File: src/rtl/mult_arbiter.sv
// Round-robin front end sharing one shift-add multiplier among N_REQ clients.
// Sequences the multiplier reset, guards the run with a timeout, returns tagged results.
module mult_arbiter #(
  parameter int N_REQ   = 4,
  parameter int WIDTH   = 8,
  parameter int TIMEOUT = 32
) (
  input  logic                        clk,
  input  logic                        rst,
  input  logic [N_REQ-1:0]            req_valid,
  output logic [N_REQ-1:0]            req_ready,
  input  logic [N_REQ*WIDTH-1:0]      req_a,
  input  logic [N_REQ*WIDTH-1:0]      req_b,
  output logic                        rsp_valid,
  input  logic                        rsp_ready,
  output logic [$clog2(N_REQ)-1:0]    rsp_id,
  output logic [2*WIDTH-1:0]          rsp_result,
  output logic                        rsp_err,
  output logic                        mul_rst,
  output logic [WIDTH-1:0]            mul_multiplicand,
  output logic [WIDTH-1:0]            mul_multiplier,
  input  logic [2*WIDTH-1:0]          mul_result,
  input  logic                        mul_end_op
);

  localparam int IW = $clog2(N_REQ);
  localparam int CW = $clog2(TIMEOUT + 1);

  typedef enum logic [1:0] {
    S_IDLE,
    S_LOAD,
    S_RUN,
    S_DONE
  } state_t;

  state_t             r_state;
  logic [IW-1:0]      r_last;
  logic               r_load_cnt;
  logic [CW-1:0]      r_run_cnt;
  logic [WIDTH-1:0]   r_opa;
  logic [WIDTH-1:0]   r_opb;
  logic [IW-1:0]      r_id;
  logic [2*WIDTH-1:0] r_res;
  logic               r_err;
  logic               r_vld;
  logic               r_mrst;

  logic               w_found;
  logic [IW-1:0]      w_gnt_idx;
  logic [IW-1:0]      w_cand;
  logic [N_REQ-1:0]   w_gnt;

  // Search starts one past the last winner and wraps.
  always_comb begin
    w_found   = 1'b0;
    w_gnt_idx = '0;
    w_cand    = '0;
    for (int k = 1; k <= N_REQ; k++) begin
      w_cand = IW'((int'(r_last) + k) % N_REQ);
      if (!w_found && req_valid[w_cand]) begin
        w_found   = 1'b1;
        w_gnt_idx = w_cand;
      end
    end
  end

  always_comb begin
    w_gnt = '0;
    if (r_state == S_IDLE && w_found && !rst)
      w_gnt = N_REQ'(1) << w_gnt_idx;
  end

  assign req_ready        = w_gnt;
  assign rsp_valid        = r_vld;
  assign rsp_id           = r_id;
  assign rsp_result       = r_res;
  assign rsp_err          = r_err;
  assign mul_rst          = r_mrst;
  assign mul_multiplicand = r_opa;
  assign mul_multiplier   = r_opb;

  always_ff @(posedge clk or posedge rst) begin
    if (rst) begin
      r_state    <= S_IDLE;
      r_last     <= IW'(N_REQ - 1);
      r_load_cnt <= 1'b0;
      r_run_cnt  <= '0;
      r_opa      <= '0;
      r_opb      <= '0;
      r_id       <= '0;
      r_res      <= '0;
      r_err      <= 1'b0;
      r_vld      <= 1'b0;
      r_mrst     <= 1'b1;
    end else begin
      unique case (r_state)
        S_IDLE: begin
          if (w_found) begin
            r_opa      <= req_a[int'(w_gnt_idx)*WIDTH +: WIDTH];
            r_opb      <= req_b[int'(w_gnt_idx)*WIDTH +: WIDTH];
            r_id       <= w_gnt_idx;
            r_last     <= w_gnt_idx;
            r_load_cnt <= 1'b0;
            r_state    <= S_LOAD;
          end
        end
        S_LOAD: begin
          if (r_load_cnt) begin
            r_mrst    <= 1'b0;
            r_run_cnt <= '0;
            r_state   <= S_RUN;
          end else begin
            r_load_cnt <= 1'b1;
          end
        end
        S_RUN: begin
          r_run_cnt <= r_run_cnt + 1'b1;
          // A finishing multiplier wins over a coincident timeout.
          if (mul_end_op) begin
            r_res   <= mul_result;
            r_err   <= 1'b0;
            r_vld   <= 1'b1;
            r_mrst  <= 1'b1;
            r_state <= S_DONE;
          end else if (r_run_cnt == CW'(TIMEOUT - 1)) begin
            r_res   <= '0;
            r_err   <= 1'b1;
            r_vld   <= 1'b1;
            r_mrst  <= 1'b1;
            r_state <= S_DONE;
          end
        end
        S_DONE: begin
          if (rsp_ready) begin
            r_vld   <= 1'b0;
            r_state <= S_IDLE;
          end
        end
        default: r_state <= S_IDLE;
      endcase
    end
  end

endmodule

File: config.mk
export PLATFORM = sky130hd
export DESIGN_NAME = mult_arbiter
export DESIGN_NICKNAME = d
export VERILOG_FILES = /design/src/rtl/mult_arbiter.sv
export SDC_FILE = /design/constraint.sdc
export NUM_CORES = 1
export LEC_CHECK = 0
export ABC_AREA = 1
export BUFFER_PORTS_ARGS = -buffer_cell sky130_fd_sc_hd__clkbuf_2
export CORE_AREA = 2 2 82 84
export DETAILED_ROUTE_END_ITERATION = 8
export DIE_AREA = 0 0 84 86
export PLACE_DENSITY = 0.85
export SLEW_MARGIN = 10
export SYNTH_ARGS = -nofsm -noshare
export SYNTH_HDL_FRONTEND = slang
export SYNTH_SLANG_ARGS = --single-unit
File: constraint.sdc
create_clock -name clk -period 3 [get_ports clk]
set_input_delay 0.6 -clock clk [delete_from_list [all_inputs] [get_ports clk]]
set_output_delay 0.6 -clock clk [all_outputs]
set_load 0.005 [all_outputs]
# Word level (Yosys, flattened, before mapping)
# Index checks and enable logic that the tools add are counted.
dict set report totals {
  out_inout_bits 41
  elab_cells 88
  inputBits 88
  ramBits 0
  mem_bits_ro 0
  mem_count 0
  latch_bits 0
  reg_bits 48
}
dict set report op_classes {
  shift 3
  eq_ne 8
  n_bitwise 0
  add_sub_neg 5
  order_cmp 4
  mux 36
  div_mod_pow 0
  mul 0
  n_reduce_logical 21
}
# operator count
set op_table {}
lappend op_table {{variable part select 32 x 6 -> 8 bit} 2}
lappend op_table {{two-way mux 16 bit} 2}
lappend op_table {{two-way mux 2 bit} 9}
lappend op_table {{two-way mux 1 bit} 14}
lappend op_table {{less-than comparator 2 x 3 -> 1 bit (second input constant)} 4}
lappend op_table {{case mux 6 bit (2 select lines)} 1}
lappend op_table {{binary-select mux 1 bit (select 2 bit)} 4}
lappend op_table {{case mux 2 bit (4 select lines)} 1}
lappend op_table {{AND reduction 2 bit} 4}
lappend op_table {{nonzero test 2 bit} 4}
lappend op_table {{adder 6 x 1 -> 6 bit (second input constant)} 1}
lappend op_table {{== test 6 x 5 -> 1 bit (second input constant)} 1}
lappend op_table {{two-way mux 6 bit} 1}
lappend op_table {{!= test 2 bit (second input constant)} 3}
lappend op_table {{case mux 1 bit (2 select lines)} 3}
lappend op_table {{AND reduction 3 bit} 2}
lappend op_table {{logical AND 1 bit} 5}
lappend op_table {{adder 2 x 1 -> 2 bit (second input constant)} 2}
lappend op_table {{adder 2 bit (second input constant)} 2}
lappend op_table {{== test 2 bit (second input constant)} 2}
lappend op_table {{zero test 1 bit} 4}
lappend op_table {{two-way mux 4 bit} 1}
lappend op_table {{AND reduction 4 bit} 1}
lappend op_table {{left shift 1 x 2 -> 4 bit (first input constant)} 1}
lappend op_table {{3 further kinds} 3}

# Depth between registers and ports, before layout
# Gate-level depths: netlist of run 1.
dict set report depth {
  word_depth 16
  ltp_mapped 17
}

# Least setup slack after synthesis of run 1
# Ideal clock, no wire load.
dict set report synth_path {
  path_type {input -> output}
  start {input port rst}
  end {output port req_ready[1]}
  path_slack_ps 275
  cell_stages 3
  arrival_ps 2125
  path_cell_list {inv_1 -> nand2_1 -> nor3_1}
}
dict set report synth_via {
  elab_chain_cells 3
}
# item line
set synth_lines {}
lappend synth_lines {{start: declaration} 9} ;# input logic rst,
lappend synth_lines {{zero test 1 bit (no line)} n/a}
lappend synth_lines {{logical AND 1 bit} 69} ;# if (r_state == S_IDLE && w_found && !rst)
lappend synth_lines {{two-way mux 4 bit} 69}
lappend synth_lines {{end: declaration} 11} ;# output logic [N_REQ-1:0] req_ready,
# Every way passes these cells.

# Worst setup path in the final report of run 1
dict set report layout_path {
  start {register r_last[0]}
  end {output port req_ready[1]}
}
dict set report layout_via {
  elab_chain_cells 16
}
# item line
set layout_lines {}
lappend layout_lines {{start: declaration} 37} ;# logic [IW-1:0] r_last;
lappend layout_lines {{start signal: assignment} 85} ;# r_last <= IW'(N_REQ - 1);
lappend layout_lines {{start signal: assignment} 102} ;# r_last <= w_gnt_idx;
lappend layout_lines {{adder 2 x 1 -> 2 bit} 59} ;# w_cand = IW'((int'(r_last) + k) % N_REQ);
lappend layout_lines {{binary-select mux 1 bit (select 2 bit)} 60} ;# if (!w_found && req_valid[w_cand]) begin
lappend layout_lines {{two-way mux 1 bit (implied by the code)} 60}
lappend layout_lines {{two-way mux 1 bit} 60}
lappend layout_lines {{zero test 1 bit} 60}
lappend layout_lines {{logical AND 1 bit} 60}
lappend layout_lines {{two-way mux 1 bit} 60}
lappend layout_lines {{zero test 1 bit} 60}
lappend layout_lines {{logical AND 1 bit} 60}
lappend layout_lines {{two-way mux 1 bit} 60}
lappend layout_lines {{zero test 1 bit} 60}
lappend layout_lines {{logical AND 1 bit} 60}
lappend layout_lines {{two-way mux 1 bit} 60}
lappend layout_lines {{logical AND 1 bit (2 in a row)} 69}
lappend layout_lines {{two-way mux 4 bit *} 69}
# Every way passes the cells marked *; elsewhere a longest branch is shown, timed or not. The select of a mux whose other input is x is not followed.

==> reports/summary.log, run 1 <==
[outcome] result of the run finished, final reports clean
[worst_hold_path] kind of path behind the tightest hold check in -> async
[pwr] highest ir drop seen on vdd 0.999 mV
[cells_and_area] Register Area 1200 µm²
[placed_design] placer congestion estimate 0.855
[yosys] main flop type after synthesis sky130_fd_sc_hd__dfrtp_1
[yosys] total nets after synthesis 513
[clock_tree] TritonCTS clock tree done
[cells_and_area] share of final-layout standard cells stronger than drive strength 1 31.6%
[worst_setup_path] data required time at the worst endpoint 2.40 ns
[sta] setup violators final 0
[yosys] gate count after technology mapping 420
[yosys] fraction of synthesis flops using an asynchronous set or reset pin 100%
[worst_setup_path] Setup crit end req_ready[1]
[worst_setup_path] launching element of the worst setup path r_last[0]
[clock_tree] Clock Sinks 48
[clock_tree] Worst-Skew Late Latency 0.30 ns
[global_routing] GRT overflow 0
[floorplanning] die boundary width 84 µm
[worst_setup_path] source of the worst register-to-register timing path r_last[0]
[worst_setup_path] endpoint of the lowest-slack register-to-register path mul_multiplier[3]
[yosys] post-synth top area cell sky130_fd_sc_hd__dfrtp_1
[yosys] warning count from the yosys run 0
[cells_and_area] final standard cell utilization of the core 61.5%
[cells_and_area] footprint of the multi-input gates 1550 µm²
[sta] final number of hold-violating endpoints 0
[worst_setup_path] type of the worst setup path reg -> out
[sta] pin slew with the least headroom to its limit 0.594 ns
[worst_setup_path] data arrival time of the worst path 2.36 ns
[drt] routed vias/inst 5.19
[cells_and_area] area grow syn2layout 29.6%
[yosys] flop and latch count out of synthesis 48
[clock_tree] total CTS buffers 5
[yosys] most numerous cell in the Yosys netlist sky130_fd_sc_hd__nand2_1
[drt] Routed Wire Length 8300 µm
[worst_setup_path] register-to-register path setup slack 0.60 ns
[placed_design] HPWL reported at the end of detailed placement 6210 µm
[placed_design] Buffers on Ports 128
[floorplanning] Row Count 29
[floorplanning] Die Y-Extent 86 µm
[floorplanning] area enclosed by the die boundary 7220 µm²
[yosys] Synth top area share 37.8%
[drt] Avg WL per Cell 13.2 µm
[clock_tree] clock slew at the register clock pins of the worst setup and hold paths 0.10 ns
[clock_tree] cell at the root of the clock tree sky130_fd_sc_hd__clkbuf_8
[sta] Final period util 98.6%
[placed_design] worst slack, placed 0.302 ns
[placed_design] post-placement cell area 3630 µm²
[floorplanning] count of boundary I/O pins 129
[pwr] total power per unit cell area 1320 nW/µm²
[sta] sum of negative setup slack 0 ns
[sta] Relative slew margins 60.4%
[global_routing] first-pass GRT wire length 13400 µm
[worst_setup_path] worst reg-to-reg path cell count 17
[global_routing] overall fraction of global-route tracks in use 22.7%
[sta] minimum clock period 2.96 ns
[cells_and_area] ant diodes 0
[worst_setup_path] critical path capture point type output port
[cells_and_area] layout net count 642
[floorplanning] CORE AREA 6280 µm²
[yosys] number of enable flip-flop cells after synthesis 0
[floorplanning] effective utilization at floorplan 47.5%
[yosys] total standard cell area after synthesis 2980 µm²
[global_routing] antenna violations before repair 0
[yosys] per-instance average area after synthesis 7.10 µm²
[sta] Setup Skew 0.0126 ns
[clock_tree] H-Tree Level Count 2
[worst_setup_path] top fanout value on the critical path 8
[drt] Pre-Repair DR Iteration Count 5
[drt] Detailed Route Iter0 Violations 105
[drt] total via count in the routed design 3256
[yosys] Area contributors post-synth sky130_fd_sc_hd__dfrtp_1 38%, sky130_fd_sc_hd__nand2_1 26%, sky130_fd_sc_hd__nand4_1 6.9%, sky130_fd_sc_hd__a22o_1 4.7%, sky130_fd_sc_hd__inv_1 2.8%
[run] number of max-cap violations 0
[global_routing] via count of the first global-routing pass 2959
[pwr] total power draw 5.12 mW
[clock_tree] Longest Clk Path Bufs 2
[drt] number of remaining DRC errors 0
[cells_and_area] number of filler cells placed in the layout 591
[global_routing] maximum number of pins on one net before global-route repair 49
[sta] Fmax achieved 338 MHz
[yosys] most instantiated cells after synthesis 209 x sky130_fd_sc_hd__nand2_1, 45 x sky130_fd_sc_hd__dfrtp_1, 33 x sky130_fd_sc_hd__nand4_1, 22 x sky130_fd_sc_hd__inv_1, 16 x sky130_fd_sc_hd__a22o_1
[drt] number of nets with antenna violations after routing 0
[sta] max-slew violation count 0
[yosys] unique cell type count in the Yosys netlist 27
[worst_setup_path] startpoint type of the worst setup path register
[sta] least setup slack across all paths after layout 0.0426 ns
[pwr] leakage power 2.30 nW
[cells_and_area] area of all placed cells without fillers 3860 µm²
[yosys] part of the Yosys area used for sequential elements 40.4%
flip-flops by register name (all words and copies together) (netlist names), 2 cells and up:
signal            count
mul_multiplier        8
rsp_result           16
r_run_cnt             6
rsp_id                2
r_state               2
mul_multiplicand      8
r_last                2
cell type report:
class | instances | share of cell area (%)
Clock inverter | 2 | 1.00
Tap cell | 77 | 2.49
Clock buffer | 6 | 2.14
Timing Repair Buffer | 145 | 20.2
Multi-Input combinational cell | 322 | 40.2
Inverter | 27 | 2.75
Sequential cell | 48 | 31.2
cell families (layout without fill, tap and decap cells):
group           after synthesis  after routing  synth area share (%)
simple gates                281            281                  40.7
buf+inv                      50            180                  8.52
flops                        48             48                  40.4
compound gates               36             36                  8.23
fa+ha+maj                     5              5                  2.10
metrics by stage:
step / cells / hold WS [ns]
after detailed placement: 610 / 0.467
final: 627 / 0.485
after CTS: 620 / 0.486
after floorplan: 420 / 0.450
after global placement: 610 / 0.466
after global routing: 627 / 0.515
worst max-delay path: stages (launching register included):
cell and delay (ns):
sky130_fd_sc_hd__dfstp_2 0.62, sky130_fd_sc_hd__buf_4 0.13, sky130_fd_sc_hd__nand2_1 0.04, sky130_fd_sc_hd__nand2_1 0.14, sky130_fd_sc_hd__nand2_1 0.10, sky130_fd_sc_hd__nand2_1 0.12
sky130_fd_sc_hd__inv_1 0.09, sky130_fd_sc_hd__nand2_1 0.08, sky130_fd_sc_hd__nor2_1 0.04, sky130_fd_sc_hd__nand2_1 0.11, sky130_fd_sc_hd__nand2_4 0.10, sky130_fd_sc_hd__buf_4 0.16
sky130_fd_sc_hd__nor3_4 0.17, sky130_fd_sc_hd__clkbuf_2 0.14
layout by cell type, fill, tap and decap left out, types with 3 or more instances in the layout:
master / instances
sky130_fd_sc_hd__a21oi_1: 9
sky130_fd_sc_hd__a22o_1: 16
sky130_fd_sc_hd__buf_4: 16
sky130_fd_sc_hd__clkbuf_2: 128
sky130_fd_sc_hd__clkbuf_8: 6
sky130_fd_sc_hd__dfrtp_1: 45
sky130_fd_sc_hd__dfstp_2: 3
sky130_fd_sc_hd__ha_1: 5
sky130_fd_sc_hd__inv_1: 21
sky130_fd_sc_hd__nand2_1: 207
sky130_fd_sc_hd__nand2_2: 6
sky130_fd_sc_hd__nand3_1: 8
sky130_fd_sc_hd__nand4_1: 33
sky130_fd_sc_hd__nor2_1: 14
sky130_fd_sc_hd__nor3_1: 4
sky130_fd_sc_hd__o21ai_0: 7
layer usage:
layer  track usage [%]  part of all wire [%]  vias up
met5                 0                     0        -
met4              6.01                   1.5        0
met3              3.37                   7.7       13
met2              40.2                    48      154
met1              29.3                    42     1469
li1                  -                     -     1620
power by group:
| group | total (mW) | leakage (nW) | switching, mW | internal (mW) |
|---|---|---|---|---|
| Clock | 0.490 | 0.0614 | 0.217 | 0.273 |
| Combinational | 3.49 | 1.64 | 2.16 | 1.33 |
| Sequential | 1.14 | 0.599 | 0.192 | 0.950 |
worst min path at each step:
stage,slack [ns],endpoint,startpoint,cells after the start
2_1_floorplan,0.45,r_load_cnt,r_load_cnt,2
3_3_place_gp,0.47,r_load_cnt,r_load_cnt,2
3_5_place_dp,0.47,r_load_cnt,r_load_cnt,2
4_1_cts,0.49,r_load_cnt,rst,3
5_1_grt,0.51,r_load_cnt,r_load_cnt,2
6_report,0.49,r_load_cnt,rst,3
what timing repair did:
item                       4_1_cts  5_1_grt
gates resized for setup          0        9
pin swaps                        0        2
setup buffers                    2        7
setup endpoints to repair        2        4
hold endpoints to repair         0        0
hold buffers                     0        0
Note: power is estimated with default switching activity, not from simulation.
==> run 2, diff against run 1 <==
SLEW_MARGIN = default   (was 10)
clock period = 2.95 ns   (was 3 ns; I/O delays follow)
==> run 2 against run 1 <==
  * Die area did not move
  * Cell area fell by 0.52%
  * Sequential power barely moved
  * Total power fell by 0.21%
  * Via count rose by 0.89%
  * Hold slack improved by 0.0057 ns
  * Critical path depth did not move
  * Final cell count rose by 0.16%
  * Largest cell class unchanged
==> reports/summary.log, run 2 (synthesis gave the netlist of run 1 again) <==
[floorplanning] count of boundary I/O pins 129
[clock_tree] TritonCTS clock tree done
[floorplanning] area enclosed by the die boundary 7220 µm²
[cells_and_area] share of final-layout standard cells stronger than drive strength 1 32.5%
[sta] Setup Skew 0.00954 ns
[floorplanning] Die Y-Extent 86 µm
[drt] number of remaining DRC errors 0
[pwr] leakage power 2.30 nW
[placed_design] worst slack, placed 0.282 ns
[pwr] total power per unit cell area 1330 nW/µm²
[worst_setup_path] worst reg-to-reg path cell count 17
[drt] Routed Wire Length 8340 µm
[worst_hold_path] kind of path behind the tightest hold check in -> async
[worst_setup_path] standard cell with the maximum stage delay on the critical path sky130_fd_sc_hd__dfstp_2
[floorplanning] CORE AREA 6280 µm²
[run] number of max-cap violations 0
[placed_design] number of cells after detailed placement 610
[global_routing] antenna violations before repair 0
[global_routing] first-pass GRT wire length 13600 µm
[clock_tree] H-Tree Level Count 2
[sta] max-slew violation count 0
[cells_and_area] area of all placed cells without fillers 3840 µm²
[global_routing] GRT overflow 0
[worst_setup_path] top fanout value on the critical path 7
[worst_setup_path] slowest stage delay, CP 0.64 ns
[clock_tree] total CTS buffers 5
[cells_and_area] layout net count 643
[global_routing] overall fraction of global-route tracks in use 23.0%
[sta] Fmax achieved 350 MHz
[cells_and_area] max reg flops 16
[worst_setup_path] critical path capture point type output port
[worst_setup_path] type of the worst setup path reg -> out
[global_routing] maximum number of pins on one net before global-route repair 49
[cells_and_area] Non-Filler Instances 628
[pwr] highest ir drop seen on vdd 1.06 mV
[placed_design] HPWL reported at the end of detailed placement 6160 µm
[cells_and_area] most common cell after layout, fill and taps aside sky130_fd_sc_hd__nand2_1
[cells_and_area] leading cell types in the layout, fill and taps excluded 206 x sky130_fd_sc_hd__nand2_1, 128 x sky130_fd_sc_hd__clkbuf_2, 45 x sky130_fd_sc_hd__dfrtp_1
[drt] Pre-Repair DR Iteration Count 4
[sta] setup repair after global routing missed its margin yes
[placed_design] placer congestion estimate 0.862
[sta] minimum clock period 2.86 ns
[cells_and_area] area grow syn2layout 28.9%
[drt] Avg WL per Cell 13.3 µm
[global_routing] via count of the first global-routing pass 3051
[worst_setup_path] data arrival time of the worst path 2.27 ns
[clock_tree] clock slew at the register clock pins of the worst setup and hold paths 0.09 ns
[sta] final number of hold-violating endpoints 0
[sta] least setup slack across all paths after layout 0.0890 ns
[drt] total via count in the routed design 3285
[drt] Detailed Route Iter0 Violations 109
[cells_and_area] ant diodes 0
[sta] Final period util 97.0%
[worst_setup_path] data required time at the worst endpoint 2.36 ns
[sta] pin slew with the least headroom to its limit 0.594 ns
[clock_tree] Worst-Skew Late Latency 0.30 ns
[clock_tree] cell at the root of the clock tree sky130_fd_sc_hd__clkbuf_8
[floorplanning] effective utilization at floorplan 47.5%
[floorplanning] die boundary width 84 µm
[clock_tree] Clock Sinks 48
[worst_setup_path] most used cell, CP sky130_fd_sc_hd__nand2_1
[placed_design] post-placement cell area 3630 µm²
[floorplanning] Row Count 29
[worst_setup_path] startpoint type of the worst setup path register
[drt] routed vias/inst 5.23
[clock_tree] Longest Clk Path Bufs 2
[placed_design] Buffers on Ports 128
[sta] Relative slew margins 60.4%
[sta] setup violators final 0
[drt] number of nets with antenna violations after routing 0
[outcome] result of the run finished, final reports clean
[worst_setup_path] sequence of cells on the critical path buf_4 > nand2_1 > nand2_2 > nand2_1 > nand2_2 > inv_1 > nand2_1 > nor2_1 > nand2_1 > nand2_4 > buf_4 > nor3_4 > clkbuf_2
-- run 2: cell types whose count changed in the layout (fill, tap and decap cells not counted) --
cell,delta
sky130_fd_sc_hd__buf_4,+2
sky130_fd_sc_hd__clkinv_2,+2
sky130_fd_sc_hd__inv_1,-2
sky130_fd_sc_hd__inv_2,+2
sky130_fd_sc_hd__buf_12,-1
sky130_fd_sc_hd__bufinv_16,-1
sky130_fd_sc_hd__clkbuf_8,-1
sky130_fd_sc_hd__nand2_1,-1
sky130_fd_sc_hd__nand2_4,+1
sky130_fd_sc_hd__nor3_1,-1
sky130_fd_sc_hd__nor3_4,+1
-- run 2: cell type report --
class | count | area (µm²)
repair buffers | 146 | 776
multi-input cells | 322 | 1570
inverters | 27 | 106
well taps | 77 | 96.3
clock buffers | 5 | 68.8
flip-flops and latches | 48 | 1200
clock inverters | 3 | 18.8
fillers | 588 | 2430
-- run 2: per-stage QoR --
stage	total power [mW]	hold WS [ns]	util (%)	TNS, ns
after global placement	4.27	0.466	57.8	0
after CTS	4.83	0.478	59.6	0
after floorplan	3.66	0.450	-	0
after global routing	5.63	0.502	61.2	-0.125
after detailed placement	4.38	0.475	57.8	0
final	5.11	0.491	61.2	0
-- run 2: worst paths after layout --
check                      slack (ns)              start                  end
hold reg to reg                  0.49  mul_multiplier[6]    mul_multiplier[6]
setup reg to reg                 0.56          r_last[0]    mul_multiplier[3]
hold / removal                   0.49                rst           r_state[1]
min in group clk                 0.49  mul_multiplier[6]    mul_multiplier[6]
setup / recovery                 0.09          r_last[0]         req_ready[1]
max in group asynchronous        2.06                rst  mul_multiplicand[0]
-- run 2: metal layers --
| metal | vias up | wire length, µm | GRT usage, % |
|---|---|---|---|
| met5 | - | 0 | 0 |
| met4 | 0 | 158 | 9.09 |
| met3 | 14 | 701 | 4.04 |
| met2 | 171 | 3980 | 39.6 |
| met1 | 1470 | 3500 | 29.0 |
| li1 | 1630 | - | - |
-- run 2: critical path, delay by kind of cell, from the launching register on --
kind	cells	cell delay, ns
AND/OR/NAND/NOR	9	0.81
flip-flops	1	0.64
buffers and inverters	4	0.53
-- run 2: where the power goes --
group / switching, mW / internal, mW / total, mW
registers: 0.197 / 0.966 / 1.16
logic: 2.24 / 1.32 / 3.56
clock network: 0.217 / 0.165 / 0.382
-- run 2: repair_timing --
item	in CTS	in global routing
gates cloned	0	0
gates resized for setup	1	14
hold buffers	0	0
endpoints found under the setup margin	2	4
buffers inserted	3	7
pin swaps	0	4
